**src/rtl/if_fetch_ctrl_pkg.sv**
```systemverilog
// Shared definitions for the instruction-fetch controller: reset PC,
// FSM state encodings, datapath widths and a PC alignment helper.
package if_fetch_ctrl_pkg;

    localparam int WORD_W = 32;
    localparam int ADDR_W = 20;

    localparam logic [WORD_W-1:0] RESET_PC_DEFAULT = 32'h8000_0000;

    typedef enum logic [1:0] {
        ST_IDLE = 2'b00,
        ST_REQ  = 2'b01,
        ST_HOLD = 2'b10
    } fetch_state_e;

    // Every PC load is forced onto a word boundary.
    function automatic logic [WORD_W-1:0] align_pc(input logic [WORD_W-1:0] pc);
        return {pc[WORD_W-1:2], 2'b00};
    endfunction

endpackage

```
**src/rtl/if_fetch_ctrl.sv**
```systemverilog
// Instruction-fetch controller: issues one word read per instruction,
// presents the fetched word to decode, and handles branch redirects that
// arrive while a read is in flight (the in-flight data is discarded).
module if_fetch_ctrl
    import if_fetch_ctrl_pkg::*;
#(
    parameter logic [WORD_W-1:0] RESET_PC = RESET_PC_DEFAULT
) (
    input  logic              clk,
    input  logic              rst,
    output logic              read_ce,
    output logic [ADDR_W-1:0] address,
    input  logic              rfin,
    input  logic [WORD_W-1:0] data,
    input  logic              branch_flag,
    input  logic [WORD_W-1:0] branch_target,
    input  logic              id_ready,
    output logic              inst_valid,
    output logic [WORD_W-1:0] inst,
    output logic [WORD_W-1:0] inst_pc
);

    fetch_state_e      state_q, state_d;
    logic [WORD_W-1:0] pc_q, pc_d;
    logic [WORD_W-1:0] inst_q, inst_d;
    logic [WORD_W-1:0] inst_pc_q, inst_pc_d;
    logic              inst_valid_q, inst_valid_d;
    logic              read_ce_q, read_ce_d;
    logic              redirect_pend_q, redirect_pend_d;
    logic [WORD_W-1:0] redirect_tgt_q, redirect_tgt_d;

    // Next-state, PC-next mux and output-register inputs.
    always_comb begin
        state_d         = state_q;
        pc_d            = pc_q;
        inst_d          = inst_q;
        inst_pc_d       = inst_pc_q;
        inst_valid_d    = inst_valid_q;
        redirect_pend_d = redirect_pend_q;
        redirect_tgt_d  = redirect_tgt_q;

        case (state_q)
            ST_IDLE: begin
                state_d = ST_REQ;
            end
            ST_REQ: begin
                if (rfin) begin
                    if (redirect_pend_q || branch_flag) begin
                        // Data belongs to the old stream: drop it and refetch.
                        if (branch_flag) begin
                            pc_d = align_pc(branch_target);
                        end else begin
                            pc_d = redirect_tgt_q;
                        end
                        redirect_pend_d = 1'b0;
                    end else begin
                        inst_d       = data;
                        inst_pc_d    = pc_q;
                        inst_valid_d = 1'b1;
                        pc_d         = align_pc(pc_q + 32'd4);
                        state_d      = ST_HOLD;
                    end
                end else if (branch_flag) begin
                    // Address must stay stable until rfin; remember the target.
                    redirect_pend_d = 1'b1;
                    redirect_tgt_d  = align_pc(branch_target);
                end else begin
                    state_d = ST_REQ;
                end
            end
            ST_HOLD: begin
                if (branch_flag) begin
                    // Redirect wins over a simultaneous handoff.
                    inst_valid_d = 1'b0;
                    pc_d         = align_pc(branch_target);
                    state_d      = ST_REQ;
                end else if (id_ready) begin
                    inst_valid_d = 1'b0;
                    state_d      = ST_REQ;
                end else begin
                    state_d = ST_HOLD;
                end
            end
            default: begin
                state_d = ST_IDLE;
            end
        endcase

        read_ce_d = (state_d == ST_REQ);
    end

    // State and output registers with asynchronous reset.
    always_ff @(posedge clk or posedge rst) begin
        if (rst) begin
            state_q         <= ST_IDLE;
            pc_q            <= RESET_PC;
            inst_q          <= 32'h0000_0000;
            inst_pc_q       <= 32'h0000_0000;
            inst_valid_q    <= 1'b0;
            read_ce_q       <= 1'b0;
            redirect_pend_q <= 1'b0;
            redirect_tgt_q  <= 32'h0000_0000;
        end else begin
            state_q         <= state_d;
            pc_q            <= pc_d;
            inst_q          <= inst_d;
            inst_pc_q       <= inst_pc_d;
            inst_valid_q    <= inst_valid_d;
            read_ce_q       <= read_ce_d;
            redirect_pend_q <= redirect_pend_d;
            redirect_tgt_q  <= redirect_tgt_d;
        end
    end

    assign read_ce    = read_ce_q;
    assign address    = pc_q[21:2];
    assign inst_valid = inst_valid_q;
    assign inst       = inst_q;
    assign inst_pc    = inst_pc_q;

endmodule

```
**config.mk**
```make
export PLATFORM = sky130hd
export DESIGN_NAME = if_fetch_ctrl
export DESIGN_NICKNAME = d
export VERILOG_FILES = /design/src/rtl/if_fetch_ctrl_pkg.sv /design/src/rtl/if_fetch_ctrl.sv
export SDC_FILE = /design/constraint.sdc
export NUM_CORES = 1
export LEC_CHECK = 0
export ABC_CLOCK_PERIOD_IN_PS = 13700
export BUFFER_PORTS_ARGS = -buffer_cell sky130_fd_sc_hd__buf_2
export CORE_UTILIZATION = 55
export CTS_BUF_LIST = sky130_fd_sc_hd__clkbuf_2 sky130_fd_sc_hd__clkbuf_4 sky130_fd_sc_hd__clkbuf_8
export CTS_CLUSTER_DIAMETER = 120
export DETAILED_ROUTE_END_ITERATION = 7
export PLACE_DENSITY = 0.9
export SYNTH_ARGS = -nofsm -noshare
export SYNTH_HDL_FRONTEND = slang
export SYNTH_SLANG_ARGS = --single-unit
```
**constraint.sdc**
```tcl
create_clock -name clk -period 13.7 [get_ports clk]
set_clock_uncertainty 0.2 [all_clocks]
set_input_delay 2.74 -clock clk [delete_from_list [all_inputs] [get_ports clk]]
set_output_delay 2.74 -clock clk [all_outputs]
set_load 0.05 [all_outputs]
```
After elaboration in Yosys (flattened, before gate mapping)
Cells that the tools add are included.
W data, S select, Z words.
Operators by class
  equal/unequal tests: 8
  mux-type cells: 19
  reduce and logical (&&, ||, !) cells: 9
  bitwise gates (word level): 2
  add/subtract/negate cells: 1
Operators by type and width (number)
  $mux W32: 4
  $pmux W32 S2: 1
  $add A32 B3 Y32 const B: 1
  $mux W2: 5
  $reduce_and A3 Y1: 3
  $mux W1: 7
  $ne A2 B2 Y1 const B: 3
  $pmux W2 S3: 1
  $eq A2 B1 Y1 const B: 2
  $reduce_and A4 Y1: 1
  $reduce_bool A2 Y1: 2
  $ne A3 B3 Y1 const B: 1
  $eq A2 B2 Y1 const B: 1
  $logic_not A2 Y1: 1
  $ne A2 B1 Y1 const B: 1
  $not A1 Y1: 2
  $pmux W1 S2: 1
  $reduce_and A2 Y1: 1
  $logic_or A1 B1 Y1: 1
Word-level totals
  register bits: 133
  input port bits: 69
  output and inout bits: 86
  logic and storage cells: 47

Depth between registers and ports, before layout
  depth in word-level cells: 5
  mapped depth: 8

Least setup slack after synthesis
No wires, ideal clock.
  path type: input port to flip-flop
  start: input rfin
  end: register pc_q[20]
  arrival: 3.712 ns
  stages: 6
  slack: 9.661 ns
  path buffers: 2
  required time: 13.374 ns
  cell sequence: and3b_1 -> buf_2 -> a21oi_1 -> clkbuf_8 -> o21ai_0 -> a311o_1
On the way
  longest elaborated chain between the ends: 2
Ends and longest elaborated chain
  start: declaration: line if_fetch_ctrl.sv:13  | input logic rfin,
  $ne A2 B2 Y1 (no line)
  $reduce_and A3 Y1 (no line)
  end signal: assignment: line if_fetch_ctrl.sv:105  | pc_q <= pc_d;
  end: declaration: line if_fetch_ctrl.sv:24  | logic [WORD_W-1:0] pc_q, pc_d;
No other way between the ends.
A chain may end at the register's enable or synchronous reset.

Worst setup path after layout
  start: input branch_flag
  end: register pc_q[28]
On the way
  longest elaborated chain between the ends: 4
  elaborated cells between the ends (all ways): 7
Ends and longest elaborated chain
  start: declaration: line if_fetch_ctrl.sv:15  | input logic branch_flag,
  $mux W32 or $logic_or A1 B1 Y1 (tied branches)
  $mux W32: line if_fetch_ctrl.sv:48  | if (redirect_pend_q || branch_flag) begin
  $mux W32: line if_fetch_ctrl.sv:47  | if (rfin) begin
  $pmux W32 S2: line if_fetch_ctrl.sv:42  | case (state_q)
Parallel ways exist; a longest one is shown, timed or not. The select of a mux whose other input is x is not followed.

==> flow_metrics.tcl <==
set metrics [dict create \
    status "finished clean" \
    pwr-share-seq 0.365 \
    multi_input_area_um2 2730 \
    post-dp-hpwl_um 11000 \
    grt_pass1_vias 5083 \
    vias 5687 \
    htreeDepth 4 \
    grt_max_degree 78 \
    fmax_ghz 0.216 \
    fp.dieArea_um2 12100 \
    power_uw 1980 \
    fin_ws_ps 9060 \
    place_inst 936 \
    tns_ps 0 \
    period_needed_ps 4640 \
    yosys.area_share.simple 0.235 \
    start_util 0.564 \
    rows 39 \
    place_congestion 0.848 \
    whs_ps 268 \
    pwr-share-clk 0.175 \
    slowest_delay_ps 520 \
    hold_depth 2 \
    area_delta_synth_final_pct 16.6 \
    final_common_cell "nand2_1" \
    synth_top_family_by_area "simple AND/OR/NAND/NOR gates" \
    avgRoutedWirePerCell_um 17.0 \
    cts.sinks 133 \
    cp_cell_sequence "buf_2 > or2_2 > nor2_4 > buf_4 > a21oi_1 > nor2_1 > a211oi_1" \
    antenna_found_initial 0 \
    die_w_um 110 \
    cp-end-kind "flop" \
    grtUsageMet3 0.0941 \
    seq_area_um2 3330 \
    rrSetupSlack_ps 10820 \
    grt_pass1_wl_um 25400 \
    postRouteAntennaNets 0 \
    remaining_drc_errors 0 \
    r2r-start "redirect_pend_q" \
    cts_root_buf "clkbuf_8" \
    intPower_uw 999 \
    grt_util_met2 0.431 \
    use_met1 0.367 \
    fin_crit_sh 0.339 \
    synth-compound-area-share 0.111 \
    r2r.worst_path.cells 6 \
    cts_made_buffers 17 \
    insertion_delay_ps 440 \
    fin_cells 970 \
    synth_seq_area_share 0.517 \
    numPortBuffers 152 \
    mostFrequentLayoutCells "nand2_1, buf_2, dfrtp_1, nor2_1, mux2_2" \
    clkSlewWorstSetupHoldPaths_ps 70 \
    avgSynthCellArea_um2 9.26 \
    finalWirelength_um 16500 \
    synthXorXnorAreaFrac 0.0122 \
    required_ps 13790 \
    hp-start "inst_pc[3]" \
    min_to "inst_pc[3]" \
    grt.busiest_layer "met2" \
    drv_slew 0 \
    synthAdderAreaFrac 0.00194 \
    cap_violations 0 \
    ys_warn_count 0 \
    n_fill_cell 900 \
    hold_viol 0 \
    drtIter0Drc 768 \
    synth_flop_cell "dfrtp_1" \
    layout-drive-gt1-share 0.291 \
    final_nets 882 \
    grtUsageTotal 0.278 \
    power_density_nw_per_um2 264 \
    syn_nets 765 \
    grt_overflow 0 \
    die_h_um 110 \
    netlist_area_um2 6440 \
    synth.ff_latch_count 133 \
    ioPinCount 155 \
    min_path_type "flop to flop" \
    synth.distinct_cells 65 \
    tightest_slew_ps 1050 \
    path_max_fanout 47 \
    viasPerCell 5.86 \
    fp.coreArea_um2 11400 \
    cp-start-kind "input port" \
    postCtsHoldBufs 0 \
    pre_cts_ws_ps 8630 \
    switching_share 0.495 \
    p_comb_frac 0.460 \
    peakVddDrop_uv 195 \
    synthMuxAreaShare 0.0618 \
    p_leak_uw 0.00370 \
    cts_buffer_depth 2 \
    drtPass1Iterations 6 \
    cts_setup_buffers 0 \
    switchingPower_uw 979 \
    finalSetupViolations 0 \
    rsz0062_at_grt "no" \
    cts_resized 0 \
    path_class "input port to flop" \
    relSlewSlack 0.295 \
    synthArstFlopShare 1.00 \
    worstReg2RegEnd "pc_q[28]" \
    syn_inst 695 \
    worstPathArrival_ps 4730 \
    synth_edf_count 0 \
    slowest_stage "buf_4" \
    cts_tree "done" \
]
how the worst max path moves through the flow:
stage,start,to
global route,branch_flag,pc_q[24]
CTS,branch_flag,pc_q[28]
floorplan,rst,inst[0]
detailed placement,branch_flag,pc_q[18]
global placement,branch_flag,pc_q[18]
finish,branch_flag,pc_q[28]
flip-flops by register name, summed over array words and instances, names as in the netlist:
name and count:
inst_valid 1, redirect_pend_q 1, redirect_tgt_q 32, state_q 2, inst_pc 32, pc_q 32, read_ce 1, inst 32
per-layer routing:
layer	vias to the layer above	wire length [µm]
met2	298	7860
met5	-	0
met1	2746	6770
met3	40	1560
li1	2603	-
met4	0	322
through the flow:
| stage | area [µm²] | util |
|---|---|---|
| detailed placement | 7080 | 0.620 |
| global placement | 7080 | 0.620 |
| global route | 7500 | 0.657 |
| floorplan | 6440 | - |
| finish | 7500 | 0.657 |
| CTS | 7500 | 0.657 |
area by class of cell:
type                    count  area share
flip-flops and latches    133       0.444
multi-input cells         496       0.364
repair buffers            159       0.108
clock inverters             9      0.0167
clock buffers              23      0.0397
diodes                      2    0.000667
well taps                 143      0.0238
inverters                   5     0.00283
logic make-up (layout without fill, tap and decap cells):
| logic type | count (synthesis) | count (layout) |
|---|---|---|
| AO/OA/AOI/OAI | 109 | 109 |
| XOR/XNOR | 9 | 9 |
| adder cells (fa/ha/maj) | 1 | 1 |
| buffers and inverters | 66 | 196 |
| flip-flops | 133 | 133 |
| multiplexers | 36 | 36 |
| other | 0 | 2 |
| AND/OR/NAND/NOR | 341 | 341 |
Yosys cell counts (all sizes together) (4+ instances only):
master | instances | area, µm²
inv | 5 | 18.8
and3 | 13 | 95.1
or3 | 4 | 30.0
a31oi | 4 | 25.0
nand4 | 8 | 65.1
dfrtp | 132 | 3300
nand2b | 4 | 25.0
o21ai | 29 | 145
nand2 | 220 | 826
nand3 | 21 | 105
clkbuf | 20 | 105
a21oi | 25 | 125
mux2i | 6 | 60.1
o211ai | 8 | 60.1
nor2 | 37 | 146
and4 | 5 | 48.8
xnor2 | 7 | 61.3
o22ai | 5 | 31.3
buf | 41 | 267
nor3 | 17 | 85.1
mux2 | 30 | 338
power by group through the flow:
| stage | registers (µW) | clock network, µW | logic (µW) |
|---|---|---|---|
| 2_1_floorplan | 983 | 0 | 460 |
| 3_3_place_gp | 710 | 0 | 885 |
| 3_5_place_dp | 721 | 0 | 903 |
| 4_1_cts | 717 | 349 | 910 |
| 5_1_grt | 747 | 365 | 974 |
| 6_report | 722 | 346 | 910 |
critical path, delay by kind of cell:
kind,cells,cell delay (ps)
buffers and inverters,2,750
and+or+nand+nor,3,990
AOI/OAI and AO/OA,2,220
Note: power is estimated with default switching activity, not from simulation.
